==> src/rtl/mem_arbiter_pkg.sv <==
// Shared types and defaults for the memory arbiter.
// Widths here match the Memory and Processor buses.
package mem_arbiter_pkg;

   localparam int ADDR_W_DEF = 24;
   localparam int DATA_W_DEF = 32;

   typedef enum logic [1:0] {
      IDLE   = 2'd0,
      ACCESS = 2'd1,
      TURN   = 2'd2
   } arbState_t;

   function automatic int cntWidth(input int timeout);
      return (timeout <= 2) ? 1 : $clog2(timeout);
   endfunction

endpackage

==> src/rtl/mem_arbiter_rr_select2.sv <==
// Two-way round-robin pick; the requester not served last wins a tie.
module rr_select2 (
   input  logic req0,
   input  logic req1,
   input  logic last,
   output logic grant,
   output logic grantValid
);

   always_comb begin
      grantValid = req0 | req1;
      grant      = (req0 & req1) ? ~last : req1;
   end

endmodule

==> src/rtl/mem_arbiter.sv <==
// Shares one Memory port between two masters: round-robin,
// one transaction per grant, turnaround cycle, ready watchdog.
module mem_arbiter
   import mem_arbiter_pkg::*;
#(
   parameter int ADDR_W  = ADDR_W_DEF,
   parameter int DATA_W  = DATA_W_DEF,
   parameter int TIMEOUT = 64
) (
   input  logic              Clk,
   input  logic              Reset,
   input  logic              Req0,
   input  logic              Req1,
   input  logic [ADDR_W-1:0] Addr0,
   input  logic [ADDR_W-1:0] Addr1,
   input  logic              Length0,
   input  logic              Length1,
   input  logic              Rd0,
   input  logic              Rd1,
   input  logic              Wr0,
   input  logic              Wr1,
   input  logic [DATA_W-1:0] WrData0,
   input  logic [DATA_W-1:0] WrData1,
   output logic              Ack0,
   output logic              Ack1,
   output logic              Err0,
   output logic              Err1,
   output logic [DATA_W-1:0] RdData0,
   output logic [DATA_W-1:0] RdData1,
   output logic [ADDR_W-1:0] MemAddr,
   output logic              MemLength,
   output logic              MemRd,
   output logic              MemWr,
   output logic              MemEnable,
   output logic [DATA_W-1:0] MemWrData,
   input  logic [DATA_W-1:0] MemRdData,
   input  logic              MemRdy,
   output logic              Owner,
   output logic              Busy
);

   localparam int CW = cntWidth(TIMEOUT);
   localparam logic [CW-1:0] CNT_LAST = CW'(TIMEOUT - 1);

   arbState_t state, stateNext;
   logic [CW-1:0] cnt, cntNext;
   logic last, lastNext;
   logic grant, grantValid;

   logic ack0Next, ack1Next, err0Next, err1Next;
   logic ownerNext, busyNext;
   logic [DATA_W-1:0] rdData0Next, rdData1Next;
   logic [ADDR_W-1:0] memAddrNext;
   logic memLengthNext, memRdNext, memWrNext, memEnableNext;
   logic [DATA_W-1:0] memWrDataNext;

   logic selRd, selWr, selLength;
   logic [ADDR_W-1:0] selAddr;
   logic [DATA_W-1:0] selWrData;

   rr_select2 uSelect (
      .req0       (Req0),
      .req1       (Req1),
      .last       (last),
      .grant      (grant),
      .grantValid (grantValid)
   );

   always_comb begin
      selRd     = grant ? Rd1 : Rd0;
      selWr     = grant ? Wr1 : Wr0;
      selLength = grant ? Length1 : Length0;
      selAddr   = grant ? Addr1 : Addr0;
      selWrData = grant ? WrData1 : WrData0;
   end

   always_comb begin
      stateNext     = state;
      cntNext       = cnt;
      lastNext      = last;
      ack0Next      = 1'b0;
      ack1Next      = 1'b0;
      err0Next      = 1'b0;
      err1Next      = 1'b0;
      ownerNext     = Owner;
      busyNext      = Busy;
      rdData0Next   = RdData0;
      rdData1Next   = RdData1;
      memAddrNext   = MemAddr;
      memLengthNext = MemLength;
      memRdNext     = MemRd;
      memWrNext     = MemWr;
      memEnableNext = MemEnable;
      memWrDataNext = MemWrData;

      unique case (state)
         IDLE: begin
            busyNext = 1'b0;
            if (grantValid) begin
               ownerNext = grant;
               busyNext  = 1'b1;
               if (selRd == selWr) begin
                  // Illegal command: answer with an error, skip Memory
                  ack0Next  = ~grant;
                  ack1Next  = grant;
                  err0Next  = ~grant;
                  err1Next  = grant;
                  lastNext  = grant;
                  stateNext = TURN;
               end else begin
                  memAddrNext   = selAddr;
                  memLengthNext = selLength;
                  memRdNext     = selRd;
                  memWrNext     = selWr;
                  memWrDataNext = selWrData;
                  memEnableNext = 1'b1;
                  cntNext       = '0;
                  stateNext     = ACCESS;
               end
            end
         end
         ACCESS: begin
            cntNext = cnt + CW'(1);
            if (MemRdy || cnt == CNT_LAST) begin
               // Ready beats the watchdog when both land together
               if (MemRdy && MemRd) begin
                  if (Owner) rdData1Next = MemRdData;
                  else       rdData0Next = MemRdData;
               end
               ack0Next      = ~Owner;
               ack1Next      = Owner;
               err0Next      = ~Owner & ~MemRdy;
               err1Next      = Owner & ~MemRdy;
               lastNext      = Owner;
               memEnableNext = 1'b0;
               memRdNext     = 1'b0;
               memWrNext     = 1'b0;
               stateNext     = TURN;
            end
         end
         TURN: begin
            busyNext  = 1'b0;
            stateNext = IDLE;
         end
         default: begin
            busyNext      = 1'b0;
            memEnableNext = 1'b0;
            memRdNext     = 1'b0;
            memWrNext     = 1'b0;
            stateNext     = IDLE;
         end
      endcase
   end

   always_ff @(posedge Clk or negedge Reset) begin
      if (!Reset) begin
         state     <= IDLE;
         cnt       <= '0;
         last      <= 1'b1;
         Ack0      <= 1'b0;
         Ack1      <= 1'b0;
         Err0      <= 1'b0;
         Err1      <= 1'b0;
         RdData0   <= '0;
         RdData1   <= '0;
         MemAddr   <= '0;
         MemLength <= 1'b0;
         MemRd     <= 1'b0;
         MemWr     <= 1'b0;
         MemEnable <= 1'b0;
         MemWrData <= '0;
         Owner     <= 1'b0;
         Busy      <= 1'b0;
      end else begin
         state     <= stateNext;
         cnt       <= cntNext;
         last      <= lastNext;
         Ack0      <= ack0Next;
         Ack1      <= ack1Next;
         Err0      <= err0Next;
         Err1      <= err1Next;
         RdData0   <= rdData0Next;
         RdData1   <= rdData1Next;
         MemAddr   <= memAddrNext;
         MemLength <= memLengthNext;
         MemRd     <= memRdNext;
         MemWr     <= memWrNext;
         MemEnable <= memEnableNext;
         MemWrData <= memWrDataNext;
         Owner     <= ownerNext;
         Busy      <= busyNext;
      end
   end

endmodule

==> config.mk <==
export PLATFORM = sky130hd
export DESIGN_NAME = mem_arbiter
export DESIGN_NICKNAME = d
export VERILOG_FILES = /design/src/rtl/mem_arbiter_pkg.sv /design/src/rtl/mem_arbiter_rr_select2.sv /design/src/rtl/mem_arbiter.sv
export SDC_FILE = /design/constraint.sdc
export NUM_CORES = 1
export LEC_CHECK = 0
export ABC_AREA = 1
export BUFFER_PORTS_ARGS = -buffer_cell sky130_fd_sc_hd__buf_4
export CORE_ASPECT_RATIO = 1.1
export CORE_MARGIN = 2
export CORE_UTILIZATION = 49
export CTS_BUF_LIST = sky130_fd_sc_hd__clkbuf_8
export CTS_CLUSTER_SIZE = 12
export DETAILED_ROUTE_END_ITERATION = 8
export PLACE_DENSITY = 0.83
export SYNTH_ARGS = -nofsm -noshare
export SYNTH_HDL_FRONTEND = slang
export SYNTH_HIERARCHICAL = 1
export SYNTH_SLANG_ARGS = --single-unit
export TNS_END_PERCENT = 50
==> constraint.sdc <==
create_clock -name Clk -period 2.2 [get_ports Clk]
set_clock_uncertainty 0.1 [all_clocks]
set_input_delay 0.11 -clock Clk [delete_from_list [all_inputs] [get_ports Clk]]
set_output_delay 0.11 -clock Clk [all_outputs]
set_load 0.03 [all_outputs]
======== After elaboration in Yosys (flattened, before gate mapping) ========
Cells that the tools add are included.
Widths: inputs -> output; s select.
word-level totals
  register bits after elaboration ......... 139
  input port bits ......................... 155
  logic and storage cells ................. 89
operators by class
  add/subtract/negate cells ............... 1
  equality and inequality tests ........... 8
  multiplexer cells ....................... 41
  bitwise gates (word level) .............. 10
  reductions and logical operators ........ 12
operators with widths
  kind                 count
  $mux 32              1
  $mux 24              1
  $mux 1               23
  $reduce_and 4->1     4
  $mux 6               2
  $pmux 1 s2           6
  $pmux 6 s2           1
  $pmux 1 s3           3
  $ne 2x2->1 const B   4
  $add 6x1->6 const B  1
  $eq 6x6->1 const B   1
  $mux 2               3
  $not 1->1            6
  $reduce_and 3->1     2
  $pmux 2 s2           1
  $reduce_and 2->1     2
  $and 1x1->1          3
  $eq 2x1->1 const B   1
  $eq 2x2->1 const B   1
  $logic_not 2->1      1
  $reduce_bool 2->1    1
  $eq 1x1->1           1
  $logic_and 1x1->1    1
  $logic_or 1x1->1     1
  $or 1x1->1           1

======== Longest topological paths before layout ========
  depth in word-level cells ............... 7
  mapped depth ............................ 13
  mapped depth without buffers ............ 11

======== Cells and area by module ========
The synthesis kept the hierarchy.
modules (own cells, without submodules)
  module       times used  cells each  area each (um2)  sequential area each (um2)
  mem_arbiter  1           785         6216.0           3479.6
  rr_select2   1           3           15.0             0.0

======== Worst setup path after synthesis ========
OpenSTA, ideal clock, no wires.
  path type ............................... register to register
  start ................................... register last
  end ..................................... register MemAddr[0]
  arrival ................................. 1458 ps
  path slack .............................. 525 ps
  stages on the path, launching flop included .. 13
  clock period less this slack ............ 1675 ps
  path through ............................ dfstp_2 -> a21oi_1 -> buf_4 -> inv_4 -> nand2_1 -> nand2_1 -> nand2_2 -> nand3_2 -> inv_2 -> buf_6 -> buf_6 -> nand2_1 -> nand2_1
between the ends
  longest elaborated chain between the ends .. 6
  elaborated cells on any way between the ends .. 8
  those cells by class .................... eq/ne (1); mux (4); bitwise (2); reduce/logical (1)
RTL lines
  what                               RTL line                              RTL
  from (decl)                        mem_arbiter.sv:47                     logic last, lastNext;
  from (signal assigned)             mem_arbiter.sv:177                    last <= lastNext;
  $not 1->1 *                        mem_arbiter_rr_select2.sv:12          grant = (req0 & req1) ? ~last : req1;
  $mux 1 *                           mem_arbiter_rr_select2.sv:12
  via grant                          mem_arbiter.sv:48                     logic grant, grantValid;
  $mux 1 (on tied branches)          mem_arbiter.sv:70, mem_arbiter.sv:71
  $eq 1x1->1                         mem_arbiter.sv:102                    if (selRd == selWr) begin
  $not 1->1 (no source line)         --
  $reduce_and 3->1 (no source line)  --
  to (signal assigned)               mem_arbiter.sv:184                    MemAddr <= memAddrNext;
  to (decl)                          mem_arbiter.sv:30                     output logic [ADDR_W-1:0] MemAddr,
Mark *: on every way through the listed nets, which the timed path passes. The rest lies on a longest branch.
A chain may end at the register's enable or synchronous reset.

======== Worst setup path after layout ========
  start ................................... register last
  end ..................................... register MemWrData[28]
between the ends
  longest elaborated chain between the ends .. 6
  elaborated cells on any way between the ends .. 8
  those cells by class .................... eq/ne (1); mux (4); bitwise (2); reduce/logical (1)
RTL lines
  what                               RTL line                              RTL
  $not 1->1 *                        mem_arbiter_rr_select2.sv:12
  $mux 1 *                           mem_arbiter_rr_select2.sv:12
  via grant                          mem_arbiter.sv:48
  $mux 1 (on tied branches)          mem_arbiter.sv:70, mem_arbiter.sv:71
  $eq 1x1->1                         mem_arbiter.sv:102
  $not 1->1 (no source line)         --
  $reduce_and 3->1 (no source line)  --
  to (signal assigned)               mem_arbiter.sv:189                    MemWrData <= memWrDataNext;
  to (decl)                          mem_arbiter.sv:35                     output logic [DATA_W-1:0] MemWrData,
Marked as above.

==> out/metrics.csv <==
stage,metric,value,unit
floorplan,die_h,122,um
yosys,synth-warning-count,6,
critical_path,worst_path_most_repeated_cell,nand2_1,
critical_path,cp_data_arrival_time,2.32,ns
clocking,worstSkewPairLatency,0.45,ns
power,p_per_area,1230,nW/um^2
yosys,syn_nets,944,
floorplan,dieArea,13600,um^2
placed_design,port_buffers,284,
routing,wirelength,26.0,mm
floorplan,start_util,49.7,%
finish,fin_area,10300,um^2
floorplan,core-area,12500,um^2
clocking,clockRootBuffer,clkbuf_8,
clocking,cts_made_buffers,17,
floorplan,io_pins,285,
timing,min_period_over_period,96.0,%
global_route,gr-total-overflow,0,
placed_design,place.gp.congestion,0.816,
clocking,cts_tree,yes,
finish,final_common_cell,nand2_1,
placed_design,dp_hpwl,12.8,mm
placed_design,placed_area,8460,um^2
timing,finalSetupViolCount,0,
timing,maxSlewViolCount,0,
critical_path,crit_path_end_kind,flip-flop,
routing,via_per_inst,5.43,
global_route,antenna_found_initial,1,
yosys,synth-seq-area-share,55.8,%
critical_path,required,2.41,ns
yosys,synth-seq-cells,139,
routing,firstDrtPassIters,7,
clocking,path_clk_slew,0.09,ns
yosys,synth.cell_area,6230,um^2
clocking,htreeDepth,4,
floorplan,die_w,112,um
clocking,cts_sinks,139,
finish,final_nets,1370,
floorplan,rows,43,
global_route,grt_pass1_wl,40.5,mm
timing,min_period,2.11,ns
flow_run,maxCapViolCount,0,
global_route,globalRouteTotalUtil,38.0,%
critical_path,crit_chain,a21oi_4 > inv_4 > nand2_1 > nand2_1 > nand2_2 > nand3_2 > inv_2 > buf_12 > nand2_1 > nand2_1,
critical_path,slowest_delay,0.59,ns
timing,fmax,0.474,GHz
routing,drtIter0Drc,909,
critical_path,worst-path-buf-inv,3,
global_route,grt_max_degree,65,
finish,drive_gt1_share,28.6,%
yosys,syn-mean-instance-area,7.91,um^2
routing,wire_per_inst,18.7,um
finish,syn_to_final_growth,65.8,%
critical_path,path_max_fanout,57,
timing,worst_pin_slew,0.634,ns
yosys,ys_types,26,
critical_path,cpMaxStageDelayCell,dfstp_2,
finish,most-common-layout-cells,"453 x nand2_1, 289 x buf_4, 149 x dlygate4sd3_1, 138 x dfrtp_1, 47 x inv_1",
hold_path,min_path_type,input port to asynchronous set/reset pin,
power,max-vdd-ir-drop,0.000736,V
timing,hold_viol,0,
timing,rsz0062_at_grt,false,
timing,setup-tns-final,0,ns
routing,drc_errors,0,
critical_path,critPathTopFamily,simple AND/OR/NAND/NOR gates,
routing,num_vias,7514,
yosys,syn_inst,788,
timing,timing.slew.headroom,57.7,%
routing,ant_nets,0,
clocking,ctsLongestPathBuffers,2,
global_route,grt_pass1_vias,7873,
power,p_leak,5.79,nW
critical_path,critPathLaunchType,flip-flop,
critical_path,crit_type,flip-flop to flip-flop,
outcome,status,"complete, no violations",
==> cell type report <==
type / instances / area [um^2]
Sequential cell: 139 / 3480
Inverter: 52 / 198
Clock buffer: 17 / 234
Clock inverter: 15 / 130
Multi-Input combinational cell: 559 / 2310
Fill cell: 656 / 2200
Antenna cell: 1 / 2.50
Tap cell: 157 / 196
Timing Repair Buffer: 445 / 3780
==> cells by family after synthesis <==
logic type / share of synthesized area, %
xor+xnor: 0.141
compound gates: 6.31
simple gates: 30.2
flops: 55.8
fa+ha+maj: 0.201
buf+inv: 7.27
==> metal layers <==
| metal | wire [um] | GRT usage [%] | up-vias |
|---|---|---|---|
| li1 | - | - | 3246 |
| met1 | 9010 | 43.6 | 3465 |
| met2 | 12600 | 64.2 | 624 |
| met3 | 2550 | 10.1 | 179 |
| met4 | 1760 | 23.5 | 0 |
| met5 | 0 | 0 | - |
==> registers in the layout, indices dropped and copies added (netlist names), 2 cells and up <==
| signal | count |
|---|---|
| MemWrData | 32 |
| RdData1 | 32 |
| cnt | 6 |
| MemAddr | 24 |
| RdData0 | 32 |
| state | 2 |
==> metrics by stage <==
stage               utilization [%]  cells  worst slack (ns)  hold slack, ns  total power [mW]
finish                         82.4   1385            0.0890          0.0584              12.7
global route                   82.4   1385           0.00103          0.0774              13.3
CTS                            82.3   1382             0.267          0.0450              12.2
detailed placement             67.5   1201             0.281         -0.0401              10.1
global placement               67.5   1201             0.353         -0.0357              9.94
floorplan                         -    788             0.525          -0.286              7.73
==> power breakdown <==
group / leakage (nW) / total [mW] / switching [mW] / internal [mW]
Combinational: 3.83 / 6.43 / 4.17 / 2.26
Clock: 0.170 / 1.97 / 1.16 / 0.818
Sequential: 1.79 / 4.33 / 0.766 / 3.56
==> Yosys cell counts (all sizes together) <==
| cell type | number | share of area, % |
|---|---|---|
| dfstp | 1 | 0.42 |
| dfrtp | 138 | 55 |
| xor2 | 1 | 0.14 |
| nand2 | 456 | 28 |
| buf | 26 | 3.4 |
| a21oi | 3 | 0.24 |
| or2 | 1 | 0.10 |
| inv | 52 | 3.2 |
| nand3 | 15 | 1.4 |
| o21ai | 69 | 6.0 |
| nor2 | 11 | 0.98 |
| a31oi | 1 | 0.10 |
| nand3b | 1 | 0.12 |
| clkbuf | 12 | 0.72 |
| ha | 1 | 0.20 |
==> path summary, 6_finish.rpt <==
kind | from | endpoint | slack, ns | cells past startpoint
worst max-delay path | last$_DFFE_PN1P_ | MemWrData[28]$_DFFE_PN0P_ | 0.09 | 10
worst min-delay path | Reset | RdData1[6]$_DFFE_PN0P_ | 0.06 | 2
worst max register to register | last$_DFFE_PN1P_ | MemWrData[28]$_DFFE_PN0P_ | 0.09 | 10
worst min register to register | RdData0[4]$_DFFE_PN0P_ | RdData0[4]$_DFFE_PN0P_ | 0.39 | 2
max in group asynchronous | Reset | last$_DFFE_PN1P_ | 1.29 | 3
min in group Clk | Wr0 | MemWr$_DFFE_PN0P_ | 0.10 | 7
==> what timing repair did <==
item                                    in CTS  in global routing
buffers inserted                             0                  2
hold buffers                               149                  0
resized for setup                            0                  1
endpoints found under the setup margin       0                  7
endpoints found under the hold margin      264                  0
Power figures use the tool's default switching activity.
